**src/rtl/riscv_pkg.sv**
```systemverilog
// Shared RV32I definitions: opcodes, forwarding selects, load/store funct3
// encodings and the hazard-controller FSM state.
package riscv_pkg;

  localparam int unsigned OPCODE_W = 7;

  localparam logic [OPCODE_W-1:0] RTYPE = 7'b0110011;
  localparam logic [OPCODE_W-1:0] ITYPE = 7'b0010011;
  localparam logic [OPCODE_W-1:0] ILOAD = 7'b0000011;
  localparam logic [OPCODE_W-1:0] STYPE = 7'b0100011;
  localparam logic [OPCODE_W-1:0] BTYPE = 7'b1100011;
  localparam logic [OPCODE_W-1:0] IJALR = 7'b1100111;
  localparam logic [OPCODE_W-1:0] JTYPE = 7'b1101111;
  localparam logic [OPCODE_W-1:0] LUI   = 7'b0110111;
  localparam logic [OPCODE_W-1:0] AUIPC = 7'b0010111;

  typedef enum logic [1:0] {
    FWD_NONE   = 2'b00,
    FWD_EX_MEM = 2'b01,
    FWD_MEM_WB = 2'b10
  } forward_t;

  typedef enum logic [2:0] {
    LOAD_LB  = 3'b000,
    LOAD_LH  = 3'b001,
    LOAD_LW  = 3'b010,
    LOAD_LBU = 3'b100,
    LOAD_LHU = 3'b101
  } load_t;

  typedef enum logic [2:0] {
    STORE_SB = 3'b000,
    STORE_SH = 3'b001,
    STORE_SW = 3'b010
  } store_t;

  typedef enum logic {
    RUN      = 1'b0,
    LD_STALL = 1'b1
  } hz_state_t;

endpackage

```
**src/rtl/hazard_ctrl_mc_sat_counter.sv**
```systemverilog
// Saturating up-counter used for the hazard perf counters.
module sat_counter #(
  parameter int unsigned W = 32
) (
  input  logic         clk,
  input  logic         rst,
  input  logic         inc,
  output logic [W-1:0] cnt
);

  always_ff @(posedge clk or posedge rst) begin
    if (rst) begin
      cnt <= '0;
    end else if (inc && (cnt != '1)) begin
      cnt <= cnt + W'(1);
    end
  end

endmodule

```
**src/rtl/hazard_ctrl_mc.sv**
```systemverilog
// Pipeline hazard controller: redirects, multi-cycle load-use stalls,
// EX busy holds and data-memory freezes, plus stall/flush perf counters.
module hazard_ctrl_mc
  import riscv_pkg::*;
#(
  parameter int unsigned LOAD_USE_CYCLES = 1,
  parameter int unsigned REG_ADDR_W      = 5,
  parameter int unsigned PERF_CNT_W      = 32
) (
  input  logic                  clk,
  input  logic                  rst,
  input  logic [REG_ADDR_W-1:0] id_rs1,
  input  logic [REG_ADDR_W-1:0] id_rs2,
  input  logic [6:0]            opcode_id,
  input  logic [REG_ADDR_W-1:0] ex_rd,
  input  logic                  ex_load_inst,
  input  logic                  modify_pc_ex,
  input  logic                  ex_busy,
  input  logic                  dmem_wait,
  output logic                  pc_en,
  output logic                  if_id_en,
  output logic                  id_ex_en,
  output logic                  ex_mem_en,
  output logic                  if_id_flush,
  output logic                  im_flush,
  output logic                  id_ex_flush,
  output logic                  ex_mem_flush,
  output logic                  mem_wb_flush,
  output logic                  load_stall,
  output logic [PERF_CNT_W-1:0] stall_cnt,
  output logic [PERF_CNT_W-1:0] flush_cnt
);

  localparam int unsigned LD_CNT_W = 3;
  localparam logic [LD_CNT_W-1:0] LD_INIT = LD_CNT_W'(LOAD_USE_CYCLES - 1);

  hz_state_t           state, state_nxt;
  logic [LD_CNT_W-1:0] ld_cnt, ld_cnt_nxt;
  logic                rs1_used, rs2_used, hz;
  logic                redirect_take;

  // Source-register usage by instruction format
  always_comb begin
    rs1_used = 1'b0;
    rs2_used = 1'b0;
    unique case (opcode_id)
      RTYPE, STYPE, BTYPE: begin
        rs1_used = 1'b1;
        rs2_used = 1'b1;
      end
      ITYPE, ILOAD, IJALR: rs1_used = 1'b1;
      default: ;
    endcase
  end

  assign hz = ex_load_inst && (ex_rd != '0) &&
              ((rs1_used && (ex_rd == id_rs1)) || (rs2_used && (ex_rd == id_rs2)));

  always_ff @(posedge clk or posedge rst) begin
    if (rst) begin
      state  <= RUN;
      ld_cnt <= '0;
    end else begin
      state  <= state_nxt;
      ld_cnt <= ld_cnt_nxt;
    end
  end

  // Priority: dmem freeze > EX busy > redirect > load-use stall
  always_comb begin
    state_nxt     = state;
    ld_cnt_nxt    = ld_cnt;
    pc_en         = 1'b1;
    if_id_en      = 1'b1;
    id_ex_en      = 1'b1;
    ex_mem_en     = 1'b1;
    if_id_flush   = 1'b0;
    im_flush      = 1'b0;
    id_ex_flush   = 1'b0;
    ex_mem_flush  = 1'b0;
    mem_wb_flush  = 1'b0;
    load_stall    = 1'b0;
    redirect_take = 1'b0;
    if (!rst) begin
      if (dmem_wait) begin
        pc_en        = 1'b0;
        if_id_en     = 1'b0;
        id_ex_en     = 1'b0;
        ex_mem_en    = 1'b0;
        mem_wb_flush = 1'b1;
        load_stall   = (state == LD_STALL);
      end else if (ex_busy) begin
        pc_en        = 1'b0;
        if_id_en     = 1'b0;
        id_ex_en     = 1'b0;
        ex_mem_flush = 1'b1;
        load_stall   = (state == LD_STALL);
      end else if (modify_pc_ex) begin
        if_id_flush   = 1'b1;
        im_flush      = 1'b1;
        id_ex_flush   = 1'b1;
        redirect_take = 1'b1;
        state_nxt     = RUN;
        ld_cnt_nxt    = '0;
      end else if (hz || (state == LD_STALL)) begin
        pc_en       = 1'b0;
        if_id_en    = 1'b0;
        id_ex_flush = 1'b1;
        load_stall  = 1'b1;
        if (state == RUN) begin
          if (LOAD_USE_CYCLES > 1) begin
            state_nxt  = LD_STALL;
            ld_cnt_nxt = LD_INIT;
          end
        end else if (ld_cnt <= LD_CNT_W'(1)) begin
          state_nxt  = RUN;
          ld_cnt_nxt = '0;
        end else begin
          ld_cnt_nxt = ld_cnt - LD_CNT_W'(1);
        end
      end
    end
  end

  sat_counter #(.W(PERF_CNT_W)) u_stall_cnt (
    .clk (clk),
    .rst (rst),
    .inc (!pc_en),
    .cnt (stall_cnt)
  );

  sat_counter #(.W(PERF_CNT_W)) u_flush_cnt (
    .clk (clk),
    .rst (rst),
    .inc (redirect_take),
    .cnt (flush_cnt)
  );

endmodule

```
**config.mk**
```make
export PLATFORM = sky130hd
export DESIGN_NAME = hazard_ctrl_mc
export DESIGN_NICKNAME = d
export VERILOG_FILES = /design/src/rtl/riscv_pkg.sv /design/src/rtl/hazard_ctrl_mc_sat_counter.sv /design/src/rtl/hazard_ctrl_mc.sv
export SDC_FILE = /design/constraint.sdc
export NUM_CORES = 1
export LEC_CHECK = 0
export ABC_AREA = 1
export CAP_MARGIN = 15
export CORE_ASPECT_RATIO = 1.2
export CORE_MARGIN = 1
export CORE_UTILIZATION = 46
export DETAILED_ROUTE_END_ITERATION = 16
export GPL_TIMING_DRIVEN = 0
export PLACE_DENSITY = 0.74
export SLEW_MARGIN = 10
export SYNTH_ARGS = -nofsm -noshare
export SYNTH_HDL_FRONTEND = slang
export SYNTH_SLANG_ARGS = --single-unit
```
**constraint.sdc**
```tcl
create_clock -name clk -period 3.6 [get_ports clk]
set_input_delay 0.9 -clock clk [delete_from_list [all_inputs] [get_ports clk]]
set_output_delay 0.9 -clock clk [all_outputs]
set_load 0.01 [all_outputs]
```
# == Word level (Yosys, flattened, before mapping) ==
# Cells that the tools add are included.
# word_totals
reg_bits,68
inputBits,28
output_inout_bits,74
elab_cells,75
# op_classes
n_addsub,3
order_cmp,1
n_eq_ne,10
muxes,38
bitwise_logic,3
n_reduce_logical,16
# op_table
cell,count
"adder 32 x 1 -> 32 bit, second input constant",2
"inequality test 32 bit, second input constant",2
two-way mux 1 bit,34
"== test 7 x 6 -> 1 bit, second input constant",2
"== test 7 bit, second input constant",2
two-way mux 3 bit,4
== test 5 bit,2
"== test 7 x 2 -> 1 bit, second input constant",1
"== test 7 x 5 -> 1 bit, second input constant",1
logical AND 1 bit,6
OR reduction 6 bit,1
AND reduction 5 bit,1
nonzero test 5 bit,1
AND reduction 4 bit,1
nonzero test 2 bit,2
"<= comparator 3 x 1 -> 1 bit, second input constant",1
inverter 1 bit,3
OR reduction 3 bit,1
"subtractor 3 x 1 -> 3 bit, second input constant",1
logical OR 1 bit,2
zero test 1 bit,1

# == Longest topological paths before layout ==
# Gate-level depths: netlist of the first run.
# logic_depth
depth_word,14
depth_mapped,16
ltp_nobuf,15

# == Cells and area by module ==
# A second synthesis of the first run with hierarchy kept.
# unflattened
hier_cells,818
area_unflattened_um2,5111.2
# modules_own_cells
mod,instances,cells_per_inst,area_per_inst_um2,seq_area_each_um2
sat_counter at u_flush_cnt,1,361,2257.2,800.8
sat_counter at u_stall_cnt,1,356,2255.9,800.8
hazard_ctrl_mc,1,101,598.1,100.1

# == Worst setup path after synthesis of the first run ==
# Ideal clock, no wire load.
# synth_path
path_type,input-to-output
from,input port rst
to,output port load_stall
arrival_ps,3340
t_required_ps,2700
path_slack_ps,-640
stages,5
path_buffers,0
path_cell_list,inv_1 > nand2_1 > nand2_1 > inv_1 > a21oi_1
# synth_between
elab_chain_len,1
# synth_rtl
item,line_no,rtl
from (decl),hazard_ctrl_mc.sv:11,"input logic rst,"
two-way mux 1 bit,hazard_ctrl_mc.sv:84,if (!rst) begin
to (decl),hazard_ctrl_mc.sv:29,"output logic load_stall,"
# Every way passes these cells.

# == Final worst setup path of the first run ==
# layout_path
from,input port dmem_wait
to,output port im_flush
# layout_between
elab_chain_len,2
# layout_rtl
item,line_no,rtl
from (decl),hazard_ctrl_mc.sv:19,"input logic dmem_wait,"
two-way mux 1 bit,hazard_ctrl_mc.sv:85,if (dmem_wait) begin
two-way mux 1 bit,hazard_ctrl_mc.sv:84,
to (decl),hazard_ctrl_mc.sv:25,"output logic im_flush,"
# Every way passes these cells.

==> metrics.md, run 1 <==
| Metric | Value |
|---|---|
| Run status | `completed` |
| Max-slew headroom | `68.44%` |
| DRT Pass-1 Iters | `5` |
| Total global-route track usage | `26.81%` |
| Final min period | `3.473 ns` |
| Sum of buffers and inverters on the critical path | `4` |
| GPL Wtd Cong | `1.022` |
| Crit. End Element | `output port` |
| Syn Std Cell Area | `0.004564 mm2` |
| Top-count cell post-synth | `nand2_1` |
| Area share of the largest cell type after synthesis | `37.28%` |
| Primary FF master, synth | `dfrtp_1` |
| WL met1 | `5203 um` |
| Met2 routed WL | `6864 um` |
| Slew Limit Fails | `0` |
| Clock transition at path regs | `0.06 ns` |
| Setup ws final | `0.1266 ns` |
| CTS H-tree lvls | `3` |
| Synth Instances | `651` |
| Layout cells sized above 1 | `8.161%` |
| PortBufs | `101` |
| Main area contributors after synthesis | `dfrtp_1 (37%), nand2_1 (20%), xor2_1 (9.4%)` |
| Site Rows | `39` |
| Synth Warn # | `0` |
| Crit-path max FO | `4` |
| Startpoint Class | `input pin` |
| Critical path, cell by cell | `clkdlybuf4s50_1 > nor2_1 > inv_1 > nor3_2 > buf_4 > clkdlybuf4s50_1` |
| Number of synthesized flops with an enable pin | `0` |
| # setup viols final | `0` |
| ANT cells | `0` |
| Delay-heaviest family, CP | `buffers and inverters` |
| Final Hold Vio Count | `0` |
| FILL cells | `885` |
| Clk_lat worst skew | `0.34 ns` |
| Via density | `5.108` |
| Met3 WL post-DR | `506 um` |
| Fin util | `64.00%` |
| Root buffer cell | `clkbuf_16` |
| Slowest Stage Delay on Critical Path | `0.52 ns` |
| CTS tree | `yes` |
| Crit-path most repeated cell | `clkdlybuf4s50_1` |
| IO Count | `102` |
| Via count of the first global-routing pass | `4,643` |
| Reg area | `0.001702 mm2` |
| Critical Path Start | `dmem_wait` |
| Power density over the cells | `397.8 mW/mm2` |
| Synthesized flop and latch total | `68` |
| DIE WIDTH | `92.93 um` |
| Logic pwr share | `22.8%` |
| First-pass GRT wire length | `21,740 um` |
| Syn avg cell area | `7.011 um2` |
| Core outline area | `0.009564 mm2` |
| Final worst path period share | `96.48%` |
| Initial DRC Count | `220` |
| Aggregate routed wire length | `13,100 um` |
| Total grt overflow | `0` |
| Place WS | `-0.7283 ns` |
| Final ANT Viol Nets | `0` |
| Static Leak | `0.002903 uW` |
| Hold Crit Start | `u_flush_cnt.cnt[10]$_DFFE_PP0P_` |
| Ys async rst share | `100.0%` |
| Slowest cell on the critical path | `clkdlybuf4s50_1` |
| Die height | `111.1 um` |
| Syn_nets | `683` |
| Seq/Total Area, Yosys | `37.28%` |
| Die area | `0.01033 mm2` |
| Reg power frac | `39.5%` |
| Required time of the worst setup path | `2.70 ns` |
| Largest net degree at the start of global routing | `32` |
| RR Startpoint | `u_flush_cnt.cnt[1]$_DFFE_PP0P_` |
| Final nets | `799` |
| P_int | `1692 uW` |
| Routed via count | `4,572` |
| Residual DRC | `0` |
| Area growth, synth to finish | `34.10%` |
| HP Class | `reg2reg` |
| Clock power share | `37.7%` |
| Antenna violations before repair | `0` |
| Fin Clk Skew | `0.006496 ns` |
| Post-DR wirelength/cell | `14.64 um` |
| CP Class | `in2out` |
| Largest area contributor in the netlist | `dfrtp_1` |
| Fin Setup TNS | `0 ns` |
| Most instantiated cells after synthesis | `nand2_1 (242), dfrtp_1 (68), inv_1 (62)` |
| Max clock buf depth | `2` |
| Crit path DAT | `2.57 ns` |
| Worst Tran Pin Value | `0.4698 ns` |
| Multi-input gate area | `0.002511 mm2` |
| Starting Density | `47.72%` |
| Clock Sinks | `68` |
| Peak VDD IR | `0.2574 mV` |
| RSZ-0062 raised after global routing | `false` |
| Uppermost routed layer | `met4` |
| Maximum clock rate | `0.2879 GHz` |
| Netlist cell types | `31` |
| Max Cap Viol | `0` |
| Hpwl dp | `10,230 um` |
| Net switching power | `743.6 uW` |
| Switching part of the total power | `30.53%` |
| Num CTS Buffers | `9` |
[per-stage QoR]
step | hold slack [ns] | area [um2] | instances | total power (uW)
2_1_floorplan | 0.4884 | 4571 | 651 | 1256
5_1_grt | 0.5418 | 6121 | 895 | 2561
4_1_cts | 0.5206 | 6118 | 895 | 2453
6_report | 0.5253 | 6121 | 895 | 2435
3_5_place_dp | 0.4992 | 5783 | 877 | 1528
3_3_place_gp | 0.4860 | 5736 | 875 | 1502
[layout make-up]
type / count / area share (%)
Clock inverter: 5 / 0.9608
Inverter: 68 / 4.272
Sequential cell: 68 / 27.80
Clock buffer: 11 / 4.129
Buffer: 15 / 1.778
Tap cell: 123 / 2.514
Multi-Input combinational cell: 500 / 41.03
Timing Repair Buffer: 105 / 17.52
[cell families after synthesis]
| kind of cell | share of synthesized area, % |
|---|---|
| AO/OA/AOI/OAI | 2.550 |
| adder cells (fa/ha/maj) | 1.097 |
| AND/OR/NAND/NOR | 38.76 |
| buffers and inverters | 8.032 |
| XOR/XNOR | 12.28 |
| flip-flops | 37.28 |
[worst register-to-register path: cells and delay by family (launching register included)]
| family | cells | cell delay (ns) |
|---|---|---|
| simple gates | 7 | 0.79 |
| flops | 1 | 0.45 |
| buf+inv | 3 | 0.32 |
| fa+ha+maj | 1 | 0.23 |
| xor+xnor | 1 | 0.14 |
[power groups by stage]
stage                     clock [uW]  sequential [uW]  combinational, uW
after detailed placement           0              969                558
after floorplan                    0              974                282
final                            919              962                554
after global routing             971              975                616
after global placement             0              968                534
after CTS                        930              960                563
[state kept, by name, indices dropped and copies added, names as in the netlist]
name	count
ld_cnt	3
u_stall_cnt.cnt	32
u_flush_cnt.cnt	32
state	1
[final timing paths]
path | endpoint | slack (ns) | cells after the start
min reg2reg | u_flush_cnt.cnt[10]$_DFFE_PP0P_ | 0.53 | 1
min in group asynchronous | ld_cnt[0]$_DFFE_PP0P_ | 1.07 | 3
max | im_flush | 0.13 | 6
min | u_flush_cnt.cnt[10]$_DFFE_PP0P_ | 0.53 | 1
max reg2reg | u_flush_cnt.cnt[2]$_DFFE_PP0P_ | 1.56 | 12
max in group asynchronous | u_stall_cnt.cnt[26]$_DFFE_PP0P_ | 2.05 | 4
[metal layers]
layer	vias to the layer above	global-route usage (%)
li1	2277	-
met1	2131	30.84
met2	125	46.91
met3	39	5.075
met4	0	13.13
met5	-	0
[what timing repair did]
item                                    4_1_cts  5_1_grt
endpoints found under the setup margin        9        3
buffers inserted                              2        0
pin swaps                                     1        1
hold buffers                                  0        0
resized for setup                             6        8
[layout by cell type (no fill, tap or decap), types with 5 or more instances in the layout]
cell type and n:
nand2_1 240, clkdlybuf4s50_1 94, dfrtp_1 68, inv_1 61, nor2_1 58, xor2_1 49
nand3_1 45, nor3_1 39, xnor2_1 15, nand4_1 14, clkbuf_16 9, buf_4 8
o21ai_0 6, buf_2 6, o21ai_2 6, inv_2 5
(Power assumes the default switching activity.)
==> run 2: changes to the inputs <==
Settings changed: CORE_ASPECT_RATIO 1.2 to unset.
==> metrics.md, run 2 (synthesis results as in run 1) <==
| Metric | Value |
|---|---|
| Critical path, cell by cell | `clkdlybuf4s50_1 > nor2_1 > inv_1 > nor3_2 > buf_4 > clkdlybuf4s50_1` |
| Static Leak | `0.002834 uW` |
| Power density over the cells | `359.6 mW/mm2` |
| Routed via count | `4,606` |
| Clock Sinks | `68` |
| Final Hold Vio Count | `0` |
| Area growth, synth to finish | `31.44%` |
| Final nets | `799` |
| Aggregate routed wire length | `13,140 um` |
| Antenna violations before repair | `0` |
| Delay-heaviest family, CP | `buffers and inverters` |
| RSZ-0062 raised after global routing | `false` |
| Die area | `0.01032 mm2` |
| Maximum clock rate | `0.2883 GHz` |
| Via count of the first global-routing pass | `4,553` |
| Crit path DAT | `2.57 ns` |
| Residual DRC | `0` |
| Starting Density | `48.48%` |
| Num CTS Buffers | `9` |
| HP Class | `reg2reg` |
| Root buffer cell | `clkbuf_8` |
| WL met1 | `5729 um` |
| DIE WIDTH | `101.6 um` |
| # setup viols final | `0` |
| Largest net degree at the start of global routing | `30` |
| Final ANT Viol Nets | `0` |
| Clk_lat worst skew | `0.35 ns` |
| Clock transition at path regs | `0.07 ns` |
| CP Class | `in2out` |
| FILL cells | `871` |
| Reg area | `0.001702 mm2` |
| Startpoint Class | `input pin` |
| Run status | `completed` |
| Post-DP Area | `0.005783 mm2` |
| Largest registers | `u_flush_cnt.cnt (32), u_stall_cnt.cnt (32), ld_cnt (3)` |
| Crit-path max FO | `4` |
| Peak VDD IR | `0.2008 mV` |
| Crit-path most repeated cell | `clkdlybuf4s50_1` |
| Final min period | `3.468 ns` |
| PortBufs | `101` |
| Layout cells sized above 1 | `8.031%` |
| Max Cap Viol | `0` |
| Site Rows | `35` |
| Die height | `101.6 um` |
| CTS H-tree lvls | `3` |
| Max-slew headroom | `71.39%` |
| Commonest non-fill, non-tap cell in the layout | `nand2_1` |
| Met2 routed WL | `6327 um` |
| Worst Tran Pin Value | `0.4259 ns` |
| GPL Wtd Cong | `1.031` |
| Slowest cell on the critical path | `clkdlybuf4s50_1` |
| Post-route cell area | `0.006000 mm2` |
| CTS tree | `yes` |
| Total global-route track usage | `26.97%` |
| First-pass GRT wire length | `21,560 um` |
| Uppermost routed layer | `met4` |
| Core outline area | `0.009415 mm2` |
| Initial DRC Count | `203` |
| Final worst path period share | `96.33%` |
| Sum of buffers and inverters on the critical path | `4` |
| Post-DR wirelength/cell | `14.59 um` |
| Most frequent cells in the layout | `nand2_1 (240), clkdlybuf4s50_1 (95), dfrtp_1 (68)` |
| Fin Clk Skew | `0.01213 ns` |
| Hpwl dp | `10,130 um` |
| Met3 WL post-DR | `684 um` |
| Required time of the worst setup path | `2.70 ns` |
| Multi-input gate area | `0.002511 mm2` |
| Total grt overflow | `0` |
| Max clock buf depth | `2` |
| Via density | `5.112` |
| Fin util | `63.72%` |
| Crit. End Element | `output port` |
| DRT Pass-1 Iters | `4` |
| Slowest Stage Delay on Critical Path | `0.52 ns` |
| ANT cells | `0` |
| IO Count | `102` |
| Slew Limit Fails | `0` |
| Total Power | `2158 uW` |
| Hold slack | `0.5067 ns` |
-- run 2: report_power, final --
group	internal (uW)	total, uW	switching [uW]
logic	271	554	283
clock network	339	640	302
registers	844	964	119
-- run 2: worst paths after layout --
path	startpoint	endpoint	cells past startpoint	slack [ns]
max	dmem_wait	im_flush	6	0.13
min	u_stall_cnt.cnt[6]$_DFFE_PP0P_	u_stall_cnt.cnt[6]$_DFFE_PP0P_	2	0.51
max reg2reg	u_flush_cnt.cnt[1]$_DFFE_PP0P_	u_flush_cnt.cnt[2]$_DFFE_PP0P_	12	1.57
min reg2reg	u_stall_cnt.cnt[6]$_DFFE_PP0P_	u_stall_cnt.cnt[6]$_DFFE_PP0P_	2	0.51
max in group asynchronous	rst	u_stall_cnt.cnt[25]$_DFFE_PP0P_	4	2.06
min in group asynchronous	rst	u_stall_cnt.cnt[16]$_DFFE_PP0P_	3	1.08
-- run 2: per-layer routing --
metal / vias to the layer above / global-route usage [%]
met1: 2162 / 33.91
met2: 140 / 46.00
li1: 2274 / -
met3: 30 / 3.244
met4: 0 / 12.93
met5: - / 0
-- run 2: worst reg2reg max path: cells and delay by family (launching register included) --
kind / cells / cell delay [ns]
fa+ha+maj: 1 / 0.24
xor+xnor: 1 / 0.13
buf+inv: 3 / 0.31
flops: 1 / 0.46
simple gates: 7 / 0.79
-- run 2: cell type report --
| type | instances | area share (%) |
|---|---|---|
| Inverter | 68 | 4.359 |
| Multi-Input combinational cell | 500 | 41.86 |
| Tap cell | 129 | 2.690 |
| Timing Repair Buffer | 105 | 17.69 |
| Sequential cell | 68 | 28.36 |
| Buffer | 15 | 1.814 |
| Clock inverter | 4 | 0.8133 |
| Clock buffer | 12 | 2.419 |
-- run 2: stage by stage --
stage               std cells  setup TNS, ns  setup slack [ns]
finish                    901              0            0.1320
global route              901              0           0.01436
CTS                       901              0           0.01583
detailed placement        883         -3.471           -0.8056
global placement          881         -23.16            -1.639
floorplan                 651              0          0.007743
-- run 2: what timing repair did --
item	in CTS	in global routing
setup endpoints to repair	9	3
cloned	0	0
hold endpoints to repair	0	0
hold buffers	0	0
pin swaps	1	0
buffers inserted	2	0
gates resized for setup	8	5
